<file path="config.mk">
export PLATFORM = sky130hd
export DESIGN_NAME = mem_bus_arbiter
export DESIGN_NICKNAME = d
export VERILOG_FILES = /design/src/rtl/mem_bus_arbiter_pkg.sv /design/src/rtl/arb_counter.sv /design/src/rtl/mem_bus_arbiter.sv
export SDC_FILE = /design/constraint.sdc
export NUM_CORES = 1
export LEC_CHECK = 0
export BUFFER_PORTS_ARGS = -buffer_cell sky130_fd_sc_hd__buf_2
export CAP_MARGIN = 20
export CORE_MARGIN = 2
export CORE_UTILIZATION = 38
export DETAILED_ROUTE_END_ITERATION = 10
export HOLD_SLACK_MARGIN = 0.08
export PLACE_DENSITY = 0.92
export SYNTH_ARGS = -nofsm -noshare
export SYNTH_HDL_FRONTEND = slang
export SYNTH_SLANG_ARGS = --single-unit
</file>
<file path="constraint.sdc">
create_clock -name MCLK -period 3.9 [get_ports MCLK]
set_input_delay 0.78 -clock MCLK [delete_from_list [all_inputs] [get_ports MCLK]]
set_output_delay 0.78 -clock MCLK [all_outputs]
set_load 0.02 [all_outputs]
</file>
<file path="src/rtl/mem_bus_arbiter_pkg.sv">
// Shared constants and state encoding for the CPU/DMA memory bus arbiter.
// Holds the BURST_MAX/CPU_GAP defaults and the counter width.
package mem_bus_arbiter_pkg;

  localparam int unsigned BurstMaxDefault = 4;
  localparam int unsigned CpuGapDefault   = 2;
  localparam int unsigned CntWidth        = 4;
  localparam int unsigned BusWidth        = 16;

  typedef enum logic [1:0] {
    StCpuOwn  = 2'd0,
    StHandoff = 2'd1,
    StDmaOwn  = 2'd2,
    StReturn  = 2'd3
  } arb_state_e;

endpackage

</file>
<file path="src/rtl/arb_counter.sv">
// Small saturating counter with load, increment and decrement.
// Load has priority over increment, which has priority over decrement.
module arb_counter
  import mem_bus_arbiter_pkg::*;
(
  input  logic                MCLK,
  input  logic                reset,
  input  logic                load_i,
  input  logic [CntWidth-1:0] load_val_i,
  input  logic                inc_i,
  input  logic                dec_i,
  output logic [CntWidth-1:0] count_o
);

  localparam logic [CntWidth-1:0] CntMax = '1;

  logic [CntWidth-1:0] count_q, count_d;

  always_comb begin
    count_d = count_q;
    if (load_i) begin
      count_d = load_val_i;
    end else if (inc_i && (count_q != CntMax)) begin
      count_d = count_q + 1'b1;
    end else if (dec_i && (count_q != '0)) begin
      count_d = count_q - 1'b1;
    end
  end

  always_ff @(posedge MCLK) begin
    if (reset) begin
      count_q <= '0;
    end else begin
      count_q <= count_d;
    end
  end

  assign count_o = count_q;

endmodule

</file>
<file path="src/rtl/mem_bus_arbiter.sv">
// Arbitrates the memory bus between the CPU and a DMA engine with bounded bursts,
// a guaranteed CPU gap between grants and idle handoff/return cycles.
module mem_bus_arbiter
  import mem_bus_arbiter_pkg::*;
#(
  parameter int unsigned BURST_MAX = BurstMaxDefault,
  parameter int unsigned CPU_GAP   = CpuGapDefault
) (
  input  logic                MCLK,
  input  logic                reset,
  input  logic [BusWidth-1:0] cpuMAB,
  input  logic [BusWidth-1:0] cpuMDBout,
  input  logic                cpuMW,
  input  logic                cpuBW,
  input  logic                urgent,
  input  logic                dmaReq,
  input  logic [BusWidth-1:0] dmaMAB,
  input  logic [BusWidth-1:0] dmaMDBout,
  input  logic                dmaMW,
  input  logic                dmaBW,
  output logic [BusWidth-1:0] MAB,
  output logic [BusWidth-1:0] MDBout,
  output logic                MW,
  output logic                BW,
  output logic                cpuHold,
  output logic                dmaGnt,
  output logic                dmaAck
);

  localparam logic [CntWidth-1:0] BurstLast = CntWidth'(BURST_MAX - 1);
  localparam logic [CntWidth-1:0] GapInit   = CntWidth'(CPU_GAP);

  arb_state_e state_q, state_d;
  logic       hold_q, hold_d;
  logic       gnt_q, gnt_d;

  logic                burst_load, burst_inc;
  logic                gap_load, gap_dec;
  logic [CntWidth-1:0] burst_cnt, gap_cnt;
  logic                gap_ready;
  logic                dma_ack;

  arb_counter u_burst_cnt (
    .MCLK       (MCLK),
    .reset      (reset),
    .load_i     (burst_load),
    .load_val_i ('0),
    .inc_i      (burst_inc),
    .dec_i      (1'b0),
    .count_o    (burst_cnt)
  );

  arb_counter u_gap_cnt (
    .MCLK       (MCLK),
    .reset      (reset),
    .load_i     (gap_load),
    .load_val_i (GapInit),
    .inc_i      (1'b0),
    .dec_i      (gap_dec),
    .count_o    (gap_cnt)
  );

  // The gap is judged on the post-decrement value so CPU_GAP=N yields exactly
  // N CPU-owned cycles between RETURN and the next HANDOFF (minimum one).
  assign gap_ready = (gap_cnt <= 4'd1);

  always_comb begin
    state_d    = state_q;
    burst_load = 1'b0;
    burst_inc  = 1'b0;
    gap_load   = 1'b0;
    gap_dec    = 1'b0;
    dma_ack    = 1'b0;
    if (reset) begin
      state_d = StCpuOwn;
    end else begin
      unique case (state_q)
        StCpuOwn: begin
          gap_dec = 1'b1;
          if (dmaReq && !urgent && gap_ready) begin
            state_d    = StHandoff;
            burst_load = 1'b1;
          end
        end
        StHandoff: state_d = StDmaOwn;
        StDmaOwn: begin
          dma_ack   = dmaReq;
          burst_inc = dmaReq;
          if (!dmaReq || urgent || (burst_cnt == BurstLast)) begin
            state_d = StReturn;
          end
        end
        StReturn: begin
          state_d  = StCpuOwn;
          gap_load = 1'b1;
        end
        default: state_d = StCpuOwn;
      endcase
    end
    hold_d = (state_d != StCpuOwn);
    gnt_d  = (state_d == StDmaOwn);
  end

  always_ff @(posedge MCLK) begin
    if (reset) begin
      state_q <= StCpuOwn;
      hold_q  <= 1'b0;
      gnt_q   <= 1'b0;
    end else begin
      state_q <= state_d;
      hold_q  <= hold_d;
      gnt_q   <= gnt_d;
    end
  end

  // Reset forces the CPU path so the reset-vector fetch is never blocked.
  always_comb begin
    MAB    = '0;
    MDBout = '0;
    MW     = 1'b0;
    BW     = 1'b0;
    if (reset || (state_q == StCpuOwn)) begin
      MAB    = cpuMAB;
      MDBout = cpuMDBout;
      MW     = cpuMW;
      BW     = cpuBW;
    end else if ((state_q == StDmaOwn) && dmaReq) begin
      MAB    = dmaMAB;
      MDBout = dmaMDBout;
      MW     = dmaMW;
      BW     = dmaBW;
    end
  end

  assign cpuHold = hold_q;
  assign dmaGnt  = gnt_q;
  assign dmaAck  = dma_ack;

endmodule

</file>
Word-level counts from Yosys, hierarchy flattened
Index checks and enable logic that the tools add are counted.
{ "classes": {"n_addsub": 2, "n_mul": 0, "div_mod_pow": 0, "magnitude_cmp": 1, "eq_ne": 6, "n_shift": 0, "mux": 23, "bitwise_logic": 0, "n_reduce_logical": 16} }
{ "ops": {"columns": ["operator", "count"], "rows": [
  ["16-bit 2-to-1 mux", 4],
  ["1-bit 2-to-1 mux", 13],
  ["2-bit 2-to-1 mux", 5],
  ["2-bit case mux with 4 select lines", 1],
  ["2-bit == test, second input constant", 3],
  ["1-bit logical AND", 5],
  ["4-bit by 1-bit adder with 4-bit output, second input constant", 1],
  ["4-bit by 2-bit == test with 1-bit output, second input constant", 1],
  ["4-bit by 1-bit <= comparator with 1-bit output, second input constant", 1],
  ["4-bit inequality test, second input constant", 1],
  ["2-bit nonzero test", 2],
  ["4-bit nonzero test", 1],
  ["2-bit OR reduction", 2],
  ["4-bit by 1-bit subtractor with 4-bit output, second input constant", 1],
  ["1-bit logical OR", 3],
  ["2-bit by 1-bit == test with 1-bit output, second input constant", 1],
  ["1-bit zero test", 2],
  ["2-bit zero test", 1]
]} }
{ "totals": {"ff_bits": 12, "latch_bits": 0, "ramBits": 0, "mem_bits_ro": 0, "input_bits": 72, "out_inout_bits": 37, "mem_count": 0} }

Logic depth before layout (Yosys ltp)
{ "depth": {"ltp_word": 7, "depth_mapped": 8, "depth_no_buf": 6} }

Modules after synthesis
A second synthesis with hierarchy kept.
{ "unflattened": {"cells_unflattened": 142, "hier_area_um2": 1234.9} }
{ "by_module_without_submodules": {"columns": ["module", "n_inst", "cells_each", "area_each_um2"], "rows": [
  ["mem_bus_arbiter", 1, 72, 624.3],
  ["arb_counter", 2, 35, 305.3]
]} }

Worst setup path after synthesis
Ideal clock, no wire load.
{ "synth_path": {"kind": "input to output", "startpoint": "in reset", "endpoint": "out MAB[0]", "arrival_ns": 1.661, "required_ns": 3.120, "setup_slack_ns": 1.459, "stages": 5, "path_buffers": 2, "path_cell_list": "or2_1 buf_4 nor2_8 buf_4 a22o_1"} }
{ "synth_via": {"elab_chain_cells": 2} }
{ "synth_rtl": {"columns": ["element", "line", "source"], "rows": [
  ["from (decl)", "mem_bus_arbiter.sv:10", "input logic reset,"],
  ["1-bit logical OR", "mem_bus_arbiter.sv:122", "if (reset || (state_q == StCpuOwn)) begin"],
  ["16-bit 2-to-1 mux", "mem_bus_arbiter.sv:122", null],
  ["to (decl)", "mem_bus_arbiter.sv:21", "output logic [BusWidth-1:0] MAB,"]
]} }
Every way passes these cells.

Final worst setup path
{ "layout_path": {"startpoint": "reg state_q[0]", "endpoint": "out MAB[4]"} }
{ "layout_via": {"elab_chain_cells": 4, "elab_cells_between_ends": 6, "classes_between": "eq/ne: 1; mux: 2; reduce/logical: 3"} }
{ "layout_rtl": {"columns": ["element", "line", "source"], "rows": [
  ["from (decl)", "mem_bus_arbiter.sv:33", "arb_state_e state_q, state_d;"],
  ["from (signal assigned)", "mem_bus_arbiter.sv:106", "state_q <= StCpuOwn;"],
  ["from (signal assigned)", "mem_bus_arbiter.sv:110", "state_q <= state_d;"],
  ["2-bit == test", "mem_bus_arbiter.sv:127", "end else if ((state_q == StDmaOwn) && dmaReq) begin"],
  ["1-bit logical AND", "mem_bus_arbiter.sv:127", null],
  ["16-bit 2-to-1 mux", "mem_bus_arbiter.sv:127", null],
  ["16-bit 2-to-1 mux (*)", "mem_bus_arbiter.sv:122", null]
]} }
Mark *: on every way between the ends. The rest lies on a longest branch, timed or not.

==> impl_metrics.ini <==
[outcome]
outcome = finished clean

[placement]
gp_congestion = 0.8155
placement.setup.worst_slack_ns = 1.132
post_dp_cell_area_sq_um = 1569
count_of_input_and_output_buffers = 108
hpwl_microns = 2999

[floorplan]
y_dimension_of_the_die_microns = 56.25
core_region_area_sq_um = 2522
num_rows = 18
initial_core_util_pct = 41.12
io_pins = 109
die_area_sq_um = 3164
fp.dieW_microns = 56.25

[clock_tree]
tritoncts_clock_tree = done
cts-hold-fix-buffers = 0
tritoncts.num_buffers = 3
post-cts-setup-buffer-count = 0
ctsLongestPathBuffers = 2
cts.reportedPaths.clkPinSlew_ns = 0.07
h-tree-depth = 1
number_of_clock_sinks = 12
clock_tree.root_cell = sky130_fd_sc_hd__clkbuf_4
post_cts_resized = 0
clock_network_latency_to_the_later_pin_of_the_worst_skew_pair_ns = 0.27

[detailed_routing]
post-route-drc-count = 0
detail_route.wl_per_cell_microns = 14.42
routed_wirelength_microns = 3591
drt_first_pass_iters = 4
ant_nets = 0
drt-vias-per-instance = 5.402
detail_route.iter0.violations = 49
route.vias.total = 1345

[hold_path]
startpoint_of_the_tightest_hold_check_path = u_burst_cnt.count_o[1]
hold_path_end = u_burst_cnt.count_o[1]
hold_path.class = register to register
min_path_cells = 2

[logic_synthesis]
synthesis.area_per_instance_sq_um = 8.942
muxShareOfSynthArea_pct = 0
netlist_instances = 116
synth_largest_type_area_fraction_pct = 28.71
synth_area_leaders = sky130_fd_sc_hd__a22o_1 29%, sky130_fd_sc_hd__dfxtp_1 23%, sky130_fd_sc_hd__ha_1 9.7%
synth_simple_gate_area_share_pct = 17.49
synth.lib_cells_used.distinct = 33
yosysTopAreaCell = sky130_fd_sc_hd__a22o_1
yosysWarningCount = 0
ys_seq_elements = 12
syn_nets = 196
synth-compound-area-share_pct = 41.62
postSynth.asyncResetShare_pct = 0
area_of_the_mapped_netlist_sq_um = 1037
yosys.cell_count.top_type = sky130_fd_sc_hd__a22o_1
synth_seq_area_share_pct = 23.16
ys_dominant_reg_cell = sky130_fd_sc_hd__dfxtp_1
synth_xor_xnor_area_share_pct = 0
synth_top_family_by_area = compound AO/OA/AOI/OAI gates
synth_common_cells = 34 x sky130_fd_sc_hd__a22o_1, 12 x sky130_fd_sc_hd__dfxtp_1, 8 x sky130_fd_sc_hd__ha_1, 8 x sky130_fd_sc_hd__inv_1, 6 x sky130_fd_sc_hd__a21oi_1
synth-adder-area-share_pct = 9.650
synth_edf_count = 0

[sta]
report.final.hold_viol_count = 0
grt_setup_unrepaired = false
setup_ws_ns = 0.9590
timing.fmax_mhz = 340.0
worst_slew_margin_relative_to_its_limit_pct = 71.49
finalSetupViolations = 0
actual_transition_at_the_worst_max_transition_pin_ns = 0.4277
slew_viol_final = 0
finalSetupTns_ns = 0
finalWorstPathRequiredPeriod_ns = 2.941
skew_ns = 0.003664
final_min_period_over_clock_period_pct = 75.41

[critical_path]
crit_path_start_kind = register
arrival_ns = 2.16
timing.reg2reg.setup_slack_ns = 2.19
endpoint_kind = primary output
timing.reg2reg.worst_path_depth = 4
crit_fanout = 34
required_ns = 3.12
critical_path.reg2reg.startpoint = u_burst_cnt.count_o[0]
rr_endpoint = dmaGnt
worstSetupPathType = register to primary output

[final_layout]
syn_to_final_growth_pct = 53.44
finalInstanceArea_sq_um = 1592
num-nets-final = 301
antenna_cells = 0
drive_above_1_share_pct = 54.34

[global_route]
largest_net_degree_at_the_start_of_global_routing = 35
grtUsageTotal_pct = 21.77
grt_antenna_before_repair = 0
first_global_vias = 1290
global_route.overflow_total = 0
grt_first_pass_wirelength_microns = 5602

[pwr]
power.density_nw_per_um2 = 469.0
vdd_ir_drop_max_uv = 302.1
power.static_leakage_nw = 0.8717

[run]
maxCapViolations = 0
logic make-up after synthesis:
family | Yosys count
buf+inv | 17
compound gates | 53
flops | 12
fa+ha+maj | 8
simple gates | 26
routing by layer:
layer	track usage, %	share of wire [%]	vias up
met1	24.34	40	617
li1	-	-	666
met4	7.823	1.6	0
met2	40.50	51	55
met5	0	0	-
met3	3.953	7.0	7
cell type report:
cell class / count / area [sq um]
tap: 30 / 37.54
multi-input combinational: 87 / 713.2
clock buffer: 3 / 22.52
inverter: 8 / 30.03
fill: 264 / 930.9
sequential: 12 / 240.2
timing repair buffer: 109 / 548.0
where the power goes:
group | switching [mW] | internal [mW]
sequential | 0.0188 | 0.153
combinational | 0.289 | 0.211
clock | 0.0380 | 0.0358
total | 0.346 | 0.400
registers in the layout (all words and copies together), names as in the netlist:
| signal | cells |
|---|---|
| state_q | 2 |
| u_gap_cnt.count_o | 4 |
| cpuHold | 1 |
| dmaGnt | 1 |
| u_burst_cnt.count_o | 4 |
per-stage QoR:
stage,instances,utilization [%],power (mW),hold slack [ns]
2_1_floorplan,116,-,0.5352,0.4632
3_3_place_gp,246,62.20,0.6707,0.4993
3_5_place_dp,246,62.20,0.6764,0.5134
4_1_cts,249,63.10,0.7533,0.5243
5_1_grt,249,63.10,0.8089,0.5482
6_report,249,63.10,0.7464,0.5213
critical path: stages (launching register included):
cell and delay [ns]:
sky130_fd_sc_hd__dfxtp_1 0.35, sky130_fd_sc_hd__inv_1 0.09, sky130_fd_sc_hd__ha_1 0.31, sky130_fd_sc_hd__or2_1 0.35
sky130_fd_sc_hd__nor2_8 0.40, sky130_fd_sc_hd__a22o_1 0.22, sky130_fd_sc_hd__buf_2 0.17
cells in the final DEF, fill, tap and decap left out:
cell type and n:
sky130_fd_sc_hd__ha_1 8, sky130_fd_sc_hd__and3_2 1, sky130_fd_sc_hd__nor2_1 3, sky130_fd_sc_hd__o21ai_0 2, sky130_fd_sc_hd__and4b_2 1, sky130_fd_sc_hd__a21o_1 1, sky130_fd_sc_hd__or3b_1 2, sky130_fd_sc_hd__nand4b_1 1
sky130_fd_sc_hd__nand2_1 1, sky130_fd_sc_hd__buf_4 1, sky130_fd_sc_hd__and4b_1 1, sky130_fd_sc_hd__nand3b_1 2, sky130_fd_sc_hd__nor3_1 4, sky130_fd_sc_hd__a41o_1 2, sky130_fd_sc_hd__clkbuf_4 3, sky130_fd_sc_hd__nand3_1 2
sky130_fd_sc_hd__a21oi_1 6, sky130_fd_sc_hd__a21bo_2 1, sky130_fd_sc_hd__a311o_1 1, sky130_fd_sc_hd__nor2_8 1, sky130_fd_sc_hd__buf_2 108, sky130_fd_sc_hd__a22o_1 34, sky130_fd_sc_hd__and2_1 1, sky130_fd_sc_hd__or2_1 1
sky130_fd_sc_hd__and3_1 1, sky130_fd_sc_hd__and2b_2 1, sky130_fd_sc_hd__or2_2 2, sky130_fd_sc_hd__a211oi_1 3, sky130_fd_sc_hd__a41oi_1 2, sky130_fd_sc_hd__or3_1 1, sky130_fd_sc_hd__dfxtp_1 12, sky130_fd_sc_hd__a31oi_1 1
sky130_fd_sc_hd__inv_1 8
worst max path at each step:
stage	endpoint	slack (ns)	start	cells after the start
2_1_floorplan	MAB[0]	1.46	reset	5
3_3_place_gp	MAB[4]	1.15	reset	5
3_5_place_dp	MAB[4]	1.13	reset	5
4_1_cts	MAB[4]	0.95	state_q[0]	6
5_1_grt	MAB[4]	0.77	state_q[0]	6
6_report	MAB[4]	0.96	state_q[0]	6
Power figures use the tool's default switching activity.
